<file path="src/rtl/buffer_reader_pkg.sv">
// Shared NoC definitions for the buffer reader.
// Holds the flit-type encoding, where the type field sits in a flit, the
// packet-framing FSM state encoding and a helper to pull the type out of a
// flit of any width.
package buffer_reader_pkg;

  // Type field occupies the two most significant bits of every flit:
  // flit[FLIT_SIZE-1 : FLIT_SIZE-2].
  localparam int FLIT_TYPE_W = 2;

  typedef enum logic [FLIT_TYPE_W-1:0] {
    FT_HEAD      = 2'b00,
    FT_BODY      = 2'b01,
    FT_TAIL      = 2'b10,
    FT_HEAD_TAIL = 2'b11
  } flit_type_e;

  typedef enum logic {
    ST_IDLE   = 1'b0,
    ST_IN_PKT = 1'b1
  } pkt_state_e;

  // Type field of a flit, given only its top two bits (caller slices them
  // with [FLIT_SIZE-1 -: FLIT_TYPE_W] so this stays width-agnostic).
  function automatic flit_type_e flit_type(input logic [FLIT_TYPE_W-1:0] top_bits);
    return flit_type_e'(top_bits);
  endfunction

endpackage

</file>
<file path="src/rtl/buffer_reader_flit_out_reg.sv">
// flit_out_reg: one-entry output register with valid/ready handshake.
// Ports:
//   clk, rst    clock, synchronous active-high reset
//   data_i      flit to capture when load_i is high
//   load_i      capture data_i this edge (caller only loads when accept_o)
//   ready_i     downstream accepts flit_o this cycle
//   flit_o      registered flit
//   valid_o     flit_o holds a valid flit
//   accept_o    register can take a new flit this edge (empty or draining)
//   hs_o        handshake this cycle (valid_o && ready_i)
module flit_out_reg #(
  parameter int FLIT_SIZE = 8
) (
  input  logic                 clk,
  input  logic                 rst,
  input  logic [FLIT_SIZE-1:0] data_i,
  input  logic                 load_i,
  input  logic                 ready_i,
  output logic [FLIT_SIZE-1:0] flit_o,
  output logic                 valid_o,
  output logic                 accept_o,
  output logic                 hs_o
);

  logic [FLIT_SIZE-1:0] flit_q, flit_d;
  logic                 vld_q, vld_d;

  assign accept_o = !vld_q || ready_i;
  assign hs_o     = vld_q && ready_i;

  // A load during a handshake replaces the flit in place: no bubble.
  // Without a load, a handshake empties the register; otherwise hold.
  always_comb begin
    flit_d = flit_q;
    vld_d  = vld_q;
    if (load_i) begin
      flit_d = data_i;
      vld_d  = 1'b1;
    end else if (hs_o) begin
      vld_d  = 1'b0;
    end
  end

  always_ff @(posedge clk) begin
    if (rst) begin
      flit_q <= '0;
      vld_q  <= 1'b0;
    end else begin
      flit_q <= flit_d;
      vld_q  <= vld_d;
    end
  end

  assign flit_o  = flit_q;
  assign valid_o = vld_q;

endmodule

</file>
<file path="src/rtl/buffer_reader.sv">
// buffer_reader: drains a first-word-fall-through flit buffer into a
// registered valid/ready output, returns one credit per delivered flit,
// and checks packet framing on delivered flits.
// Ports:
//   clk, rst       clock, synchronous active-high reset
//   buf_data_i     head flit of upstream buffer (valid when !buf_empty_i)
//   buf_empty_i    upstream buffer empty
//   buf_read_o     pop request; the buffer pops on the same rising edge
//   flit_o         registered flit to downstream
//   valid_o        flit_o valid
//   ready_i        downstream accepts flit_o
//   credit_o       one-cycle pulse, the cycle after each handshake
//   pkt_cnt_o      completed packets, wraps
//   err_o          sticky framing error
module buffer_reader
  import buffer_reader_pkg::*;
#(
  parameter int FLIT_SIZE = 8,
  parameter int CNT_WIDTH = 8
) (
  input  logic                 clk,
  input  logic                 rst,
  input  logic [FLIT_SIZE-1:0] buf_data_i,
  input  logic                 buf_empty_i,
  output logic                 buf_read_o,
  output logic [FLIT_SIZE-1:0] flit_o,
  output logic                 valid_o,
  input  logic                 ready_i,
  output logic                 credit_o,
  output logic [CNT_WIDTH-1:0] pkt_cnt_o,
  output logic                 err_o
);

  logic accept, hs;

  // Gated by rst so nothing is popped while in reset.
  assign buf_read_o = !rst && !buf_empty_i && accept;

  flit_out_reg #(.FLIT_SIZE(FLIT_SIZE)) u_out (
    .clk      (clk),
    .rst      (rst),
    .data_i   (buf_data_i),
    .load_i   (buf_read_o),
    .ready_i  (ready_i),
    .flit_o   (flit_o),
    .valid_o  (valid_o),
    .accept_o (accept),
    .hs_o     (hs)
  );

  // ---------------- packet framing FSM ----------------
  pkt_state_e           state_q, state_d;
  logic [CNT_WIDTH-1:0] cnt_q, cnt_d;
  logic                 err_q, err_d;
  logic                 credit_q, credit_d;
  flit_type_e           ftype;

  assign ftype = flit_type(flit_o[FLIT_SIZE-1 -: FLIT_TYPE_W]);

  always_comb begin
    state_d  = state_q;
    cnt_d    = cnt_q;
    err_d    = err_q;
    credit_d = hs;
    if (hs) begin
      unique case (state_q)
        ST_IDLE: begin
          unique case (ftype)
            FT_HEAD:      state_d = ST_IN_PKT;
            FT_HEAD_TAIL: cnt_d   = cnt_q + 1'b1;
            default:      err_d   = 1'b1;       // BODY/TAIL with no open packet
          endcase
        end
        ST_IN_PKT: begin
          unique case (ftype)
            FT_BODY: ;
            FT_TAIL: begin
              state_d = ST_IDLE;
              cnt_d   = cnt_q + 1'b1;
            end
            FT_HEAD: err_d = 1'b1;               // new head inside a packet
            FT_HEAD_TAIL: begin                  // closes abruptly, still counted
              state_d = ST_IDLE;
              err_d   = 1'b1;
              cnt_d   = cnt_q + 1'b1;
            end
          endcase
        end
        default: state_d = ST_IDLE;
      endcase
    end
  end

  always_ff @(posedge clk) begin
    if (rst) begin
      state_q  <= ST_IDLE;
      cnt_q    <= '0;
      err_q    <= 1'b0;
      credit_q <= 1'b0;
    end else begin
      state_q  <= state_d;
      cnt_q    <= cnt_d;
      err_q    <= err_d;
      credit_q <= credit_d;
    end
  end

  assign credit_o  = credit_q;
  assign pkt_cnt_o = cnt_q;
  assign err_o     = err_q;

endmodule

</file>
<file path="config.mk">
export PLATFORM = sky130hd
export DESIGN_NAME = buffer_reader
export DESIGN_NICKNAME = d
export VERILOG_FILES = /design/src/rtl/buffer_reader_pkg.sv /design/src/rtl/buffer_reader_flit_out_reg.sv /design/src/rtl/buffer_reader.sv
export SDC_FILE = /design/constraint.sdc
export NUM_CORES = 1
export LEC_CHECK = 0
export BUFFER_PORTS_ARGS = -buffer_cell sky130_fd_sc_hd__buf_2
export CORE_UTILIZATION = 51
export DETAILED_ROUTE_END_ITERATION = 8
export PLACE_DENSITY = 0.86
export SLEW_MARGIN = 20
export SYNTH_ARGS = -nofsm -noshare
export SYNTH_HDL_FRONTEND = slang
export SYNTH_SLANG_ARGS = --single-unit
</file>
<file path="constraint.sdc">
create_clock -name clk -period 4.23 [get_ports clk]
set_input_delay 0.2115 -clock clk [delete_from_list [all_inputs] [get_ports clk]]
set_output_delay 0.2115 -clock clk [all_outputs]
set_load 0.01 [all_outputs]
</file>
==> results of run 1 <==
==> worst max path at each step <==
stage / end / slack, ps / cells after the start
after floorplan: pkt_cnt_o[7]$_SDFFE_PP0P_ / 2780 / 5
after global placement: pkt_cnt_o[7]$_SDFFE_PP0P_ / 2440 / 5
after detailed placement: pkt_cnt_o[7]$_SDFFE_PP0P_ / 2350 / 5
after CTS: pkt_cnt_o[7]$_SDFFE_PP0P_ / 2330 / 5
after global routing: pkt_cnt_o[7]$_SDFFE_PP0P_ / 2210 / 5
final: pkt_cnt_o[7]$_SDFFE_PP0P_ / 2340 / 5
==> cell type report <==
| type | count | area (um2) | share of cell area [%] |
|---|---|---|---|
| clock buffers | 3 | 22.5 | 2.03 |
| inverters | 4 | 15.0 | 1.35 |
| multi-input cells | 66 | 487 | 43.8 |
| flip-flops and latches | 20 | 400 | 36.0 |
| well taps | 25 | 31.3 | 2.82 |
| repair buffers | 31 | 155 | 14.0 |
==> registers in the layout, indices dropped and copies added (netlist names) <==
register       flops
credit_o           1
u_out.valid_o      1
err_o              1
state_q            1
u_out.flit_o       8
pkt_cnt_o          8
==> routing by layer <==
layer  wire length (um)  up-vias  share of wire [%]
met5                  0        -                  0
met4                 27        0                1.6
met3                 81        6                4.8
met2                842       23                 50
met1                730      351                 43
li1                   -      393                  -
==> metrics by stage <==
stage / util (%) / hold WS, ps / worst slack [ps] / instances / cell area (um2)
detailed placement: 63.7 / 442 / 2350 / 146 / 1090
CTS: 65.1 / 119 / 2330 / 149 / 1110
global route: 65.1 / 116 / 2210 / 149 / 1110
global placement: 63.7 / 437 / 2440 / 146 / 1090
finish: 65.1 / 129 / 2340 / 149 / 1110
floorplan: - / 355 / 2780 / 94 / 927
==> Yosys cell counts <==
| cell | number | area [um2] |
|---|---|---|
| nand3b_1 | 2 | 15.0 |
| xor2_1 | 1 | 8.76 |
| buf_2 | 2 | 10.0 |
| nor2b_1 | 8 | 50.1 |
| mux2_4 | 8 | 120 |
| and2b_2 | 1 | 8.76 |
| and2_2 | 1 | 7.51 |
| buf_6 | 1 | 11.3 |
| nand2_1 | 3 | 11.3 |
| nand4_1 | 2 | 12.5 |
| a21oi_1 | 10 | 50.1 |
| buf_1 | 1 | 3.75 |
| or4_1 | 4 | 30.0 |
| dfxtp_1 | 20 | 400 |
| nor4_1 | 1 | 6.26 |
| inv_1 | 4 | 15.0 |
| nor2_1 | 7 | 26.3 |
| mux2_2 | 1 | 11.3 |
| nand3_1 | 2 | 10.0 |
| or3_1 | 3 | 18.8 |
| o21ai_0 | 4 | 20.0 |
| o31ai_1 | 4 | 30.0 |
| ha_1 | 4 | 50.1 |
==> logic make-up (layout without fill, tap and decap cells) <==
family | count (synthesis) | count (layout)
xor gates and xnor gates | 1 | 1
buffers and inverters | 8 | 38
adders and majority gates | 4 | 4
and+or+nand+nor | 34 | 34
AOI/OAI and AO/OA | 18 | 18
muxes | 9 | 9
DFF | 20 | 20
==> worst max-delay path: stages (launching register included) <==
cell and delay, ps:
dfxtp_1 360, inv_1 80, ha_1 220, a21oi_1 670
nor4_1 170, mux2_2 300
==> power by group <==
part / leakage, uW / switching, uW / internal [uW] / total (uW)
sequential: 0.000163 / 4.89 / 196 / 201
clock: 0.0000138 / 55.8 / 33.3 / 89.0
combinational: 0.000344 / 22.5 / 24.9 / 47.4
total: 0.000521 / 83.2 / 254 / 338
==> metrics.cfg, run 1 <==
[yosys]
syn_nets = 110
synth_xor_area_share_pct = 0.945
synthAdderAreaFrac_pct = 5.40
avgSynthCellArea_um2 = 9.86
synth_compound_area_share_pct = 10.8
muxShareOfSynthArea_pct = 14.2
synth_top_family_by_area = simple AND/OR/NAND/NOR gates
synth.yosys.seq_area_share_pct = 43.2
synthDistinctLibCells = 23
ys_seq_elements = 20
ys_warn_count = 0
synthSimpleGateAreaFrac_pct = 21.2
synth.cell_area_um2 = 927
syn_inst = 94

[timing]
finalSetupViolations = 0
slew_headroom_pct = 44.9
skew_ps = 3.87
rsz0062_at_grt = false
period_minus_slack_ps = 1890
fmax_ghz = 0.529
drv_slew = 0
period_share_pct = 44.7
tightest_slew_ps = 827
finalSetupTns_ps = 0
finalHoldViolCount = 0

[finish]
final_cell_mix = 31 x buf_2, 20 x dfxtp_1, 10 x a21oi_1
drive_gt1_share_pct = 36.3
diodes = 0
final.fill_count = 146
area_delta_synth_final_pct = 19.8
layout_commonest_cell = buf_2
nets = 142

[routing]
post_drt_wl_per_cell_um = 11.3
viasPerCell = 5.19
routed_wl_mm = 1.68
vias = 773
post-route-drc-count = 0
first_pass_iters = 4
drtAntennaViolNets = 0
drtIter0Drc = 15

[setup_path]
path_class = flop to flop
worstSetupStartpointType = flop
rr_worst_depth = 5
startpoint = u_out.flit_o[6]$_SDFFE_PP0P_
cp.required_ps = 4430
cp.arrival_ps = 2090
r2r-end = pkt_cnt_o[7]$_SDFFE_PP0P_
crit-reg2reg-launch = u_out.flit_o[6]$_SDFFE_PP0P_
ff2ff_setup_slack_ps = 2340
end_kind = flop
worstPathMaxFanout = 15

[min_path]
min_to = u_out.flit_o[4]$_SDFFE_PP0P_
hp-class = input pin to flop
whs_path_depth = 2
min_from = buf_data_i[4]

[outcome]
outcome = finished clean

[floorplanning]
std_cell_rows = 15
die_y_um = 44.6
initial_core_util_pct = 54.3
fp.dieW_um = 44.6
core_um2 = 1710
io_pins = 32
die_area_um2 = 1990

[clock_network]
cts_buffers = 3
worstSkewPairLatency_ps = 300
cts_tree = built
htree_levels = 1
post_cts_buffers = 0
cts_buffer_depth = 2
cts.sinks = 20
cts_hold_buf = 0
clkTransAtPathRegs_ps = 100
cts_resized = 0
cts_root_buffer = clkbuf_4

[placed_design]
port_buffers = 31
hpwl_mm = 1.25
place_congestion = 0.735

[grt]
met3_usage_pct = 4.90
grtUsageTotal_pct = 19.1
grt.overflow.total = 0
met1_usage_pct = 21.6
busiest_layer = met2
grt_pass1_wl_mm = 2.74
grt_util_met2_pct = 32.4
grt_pass1_vias = 672
grt_max_degree = 23
antenna_found_initial = 0

[power_and_ir_drop]
leakage_uw = 0.000521
power_density_nw_per_um2 = 304
peakVddDrop_uv = 174
power_uw = 338

[job]
max-cap-violations = 0

(Power assumes the default switching activity.)
==> run 2: changes to the inputs <==
--- a/config.mk
+++ b/config.mk
@@ -6,9 +6,9 @@
 export NUM_CORES = 1
 export LEC_CHECK = 0
 export BUFFER_PORTS_ARGS = -buffer_cell sky130_fd_sc_hd__buf_2
-export CORE_UTILIZATION = 51
+export CORE_UTILIZATION = 48
 export DETAILED_ROUTE_END_ITERATION = 8
-export PLACE_DENSITY = 0.86
+export PLACE_DENSITY = 0.82
 export SLEW_MARGIN = 20
 export SYNTH_ARGS = -nofsm -noshare
 export SYNTH_HDL_FRONTEND = slang
==> constraint.sdc (replaced) <==
create_clock -name clk -period 1.8 [get_ports clk]
set_input_delay 0.09 -clock clk [delete_from_list [all_inputs] [get_ports clk]]
set_output_delay 0.09 -clock clk [all_outputs]
set_load 0.01 [all_outputs]
==> run 2 against run 1 <==
Count of clock-buffer cells in the layout rose by 1; sequential cell count unchanged; core utilization rose by 2.4 points; global-route usage down 1.0 points; die area grew 6.0%; cell count up 5.4%; critical path type is now flop to primary output.
==> metrics.cfg, run 2 (synthesized netlist as in run 1, its figures left out) <==
[timing]
finalSetupViolations = 0  ; unchanged
slew_headroom_pct = 66.8  ; was 44.9%
drv_slew = 0  ; unchanged
finalSetupTns_ps = 0  ; unchanged
rsz0062_at_grt = false  ; unchanged
finalHoldViolCount = 0  ; unchanged
skew_ps = 9.03  ; was 3.87 ps
tightest_slew_ps = 498  ; was 827 ps
fmax_ghz = 0.600
period_share_pct = 92.6
period_minus_slack_ps = 1670

[power_and_ir_drop]
leakage_uw = 0.000558  ; was 0.000521 uW
peakVddDrop_uv = 500  ; was 174 uV
power_density_nw_per_um2 = 719  ; was 304 nW/um2
pwr-share-clk_pct = 30.3  ; was 26.4%
pwr-share-comb_pct = 14.5  ; was 14.0%
p_switching_uw = 203  ; was 83.2 uW
p_seq_share_pct = 55.2  ; was 59.6%
internal_power_uw = 653  ; was 254 uW
switching_share_pct = 23.7  ; was 24.6%
power_uw = 856  ; was 338 uW

[clock_network]
clkTransAtPathRegs_ps = 110  ; was 100 ps
worstSkewPairLatency_ps = 300  ; about the same
post_cts_buffers = 0  ; unchanged
htree_levels = 1  ; unchanged
cts_buffer_depth = 2  ; unchanged
cts_buffers = 3  ; unchanged
cts_root_buffer = clkbuf_4  ; unchanged
cts.sinks = 20  ; unchanged
cts_hold_buf = 0  ; unchanged
cts_tree = built  ; unchanged
cts_resized = 0  ; unchanged

[floorplanning]
io_pins = 32  ; unchanged
die_y_um = 46.0  ; was 44.6 um
core_um2 = 1760  ; was 1710 um2
fp.dieW_um = 46.0  ; was 44.6 um
die_area_um2 = 2110  ; was 1990 um2
std_cell_rows = 15  ; unchanged
initial_core_util_pct = 52.6  ; was 54.3%

[setup_path]
path_class = flop to primary output  ; was flop to flop
crit_buf_inv = 2  ; was 1
cp_top_family = simple AND/OR/NAND/NOR gates  ; was compound AO/OA/AOI/OAI gates
critPathCapture = buf_read_o  ; was pkt_cnt_o[7]$_SDFFE_PP0P_
cp.arrival_ps = 1580  ; was 2090 ps
worstSetupStartpointType = flop  ; unchanged
cp_slowest_cell = or3_1  ; was a21oi_1
ff2ff_setup_slack_ps = 140  ; was 2340 ps
crit-reg2reg-launch = u_out.flit_o[6]$_SDFFE_PP0P_  ; unchanged
end_kind = primary output  ; was flop
slowest_delay_ps = 540  ; was 670 ps
cp_cell_sequence = nor2b_1 > or3_1 > inv_1 > buf_2  ; was inv_1 > ha_1 > a21oi_1 > nor4_1 > mux2_2
worst-path-stages = 4  ; was 5
r2r-end = pkt_cnt_o[4]$_SDFFE_PP0P_  ; was pkt_cnt_o[7]$_SDFFE_PP0P_
worstPathMaxFanout = 9  ; was 15
startpoint = u_out.valid_o$_SDFFE_PP0P_  ; was u_out.flit_o[6]$_SDFFE_PP0P_
rr_worst_depth = 6  ; was 5
cp.required_ps = 1710  ; was 4430 ps

[placed_design]
port_buffers = 31  ; unchanged
place_congestion = 0.735  ; about the same
hpwl_mm = 1.30  ; was 1.25 mm

[routing]
drtAntennaViolNets = 0  ; unchanged
post-route-drc-count = 0  ; unchanged
first_pass_iters = 4  ; unchanged
routed_wl_mm = 1.86  ; was 1.68 mm
drtIter0Drc = 8  ; was 15
viasPerCell = 5.04  ; was 5.19
vias = 791  ; was 773
post_drt_wl_per_cell_um = 11.8  ; was 11.3 um

[finish]
layout_commonest_cell = buf_2  ; unchanged
multi_input_area_um2 = 487  ; unchanged
seqCellArea_um2 = 400  ; unchanged
nets = 149  ; was 142
final_cell_mix = 31 x buf_2, 20 x dfxtp_1, 10 x a21oi_1  ; unchanged
diodes = 0  ; unchanged
drive_gt1_share_pct = 36.4  ; was 36.3%
area_delta_synth_final_pct = 28.3  ; was 19.8%
final.fill_count = 154  ; was 146

[grt]
grtUsageTotal_pct = 18.1  ; was 19.1%
antenna_found_initial = 0  ; unchanged
grt.overflow.total = 0  ; unchanged
grt_pass1_wl_mm = 2.73  ; was 2.74 mm
grt_pass1_vias = 677  ; was 672
grt_max_degree = 22  ; was 23

[min_path]
hp-class = input pin to flop  ; unchanged

[outcome]
outcome = finished clean  ; unchanged

[job]
max-cap-violations = 0  ; unchanged

-- run 2: worst min path at each step --
stage | cells after the start | to | start
final | 2 | u_out.flit_o[2]$_SDFFE_PP0P_ | buf_data_i[2]
after global routing | 2 | u_out.flit_o[7]$_SDFFE_PP0P_ | buf_data_i[7]
after CTS | 2 | u_out.flit_o[6]$_SDFFE_PP0P_ | buf_data_i[6]
after detailed placement | 2 | u_out.flit_o[0]$_SDFFE_PP0P_ | buf_data_i[0]
after global placement | 2 | u_out.flit_o[5]$_SDFFE_PP0P_ | buf_data_i[5]
after floorplan | 1 | u_out.flit_o[0]$_SDFFE_PP0P_ | buf_data_i[0]
-- run 2: per-layer routing --
layer | routed length (um) | vias up | global-route usage, %
li1 | - | 404 | -
met2 | 945 | 23 | 30.1
met1 | 814 | 362 | 21.3
met4 | 13 | 0 | 8.82
met5 | 0 | - | 0
met3 | 85 | 2 | 4.76
-- run 2: metrics by stage --
step                cells  setup WS [ps]  hold slack, ps  area [um2]  util, %
finish                157            133            18.9        1190     67.4
global route          157           47.2            2.13        1190     67.4
CTS                   152            117            1.08        1140     64.6
detailed placement    148            164             321        1100     62.6
global placement      148            227             316        1100     62.6
floorplan              94            346             233         927        -
-- run 2: power by group through the flow --
stage	Combinational, uW	Sequential (uW)	Clock, uW
5_1_grt	134	476	283
4_1_cts	115	473	266
3_3_place_gp	112	482	0
6_report	124	473	259
2_1_floorplan	66.8	491	0
3_5_place_dp	115	482	0
-- run 2: area by class of cell --
type                    instances  area share, %
clock buffers                   4           3.05
inverters                       4           1.26
multi-input cells              66           40.9
flip-flops and latches         20           33.6
well taps                      25           2.63
repair buffers                 38           18.5
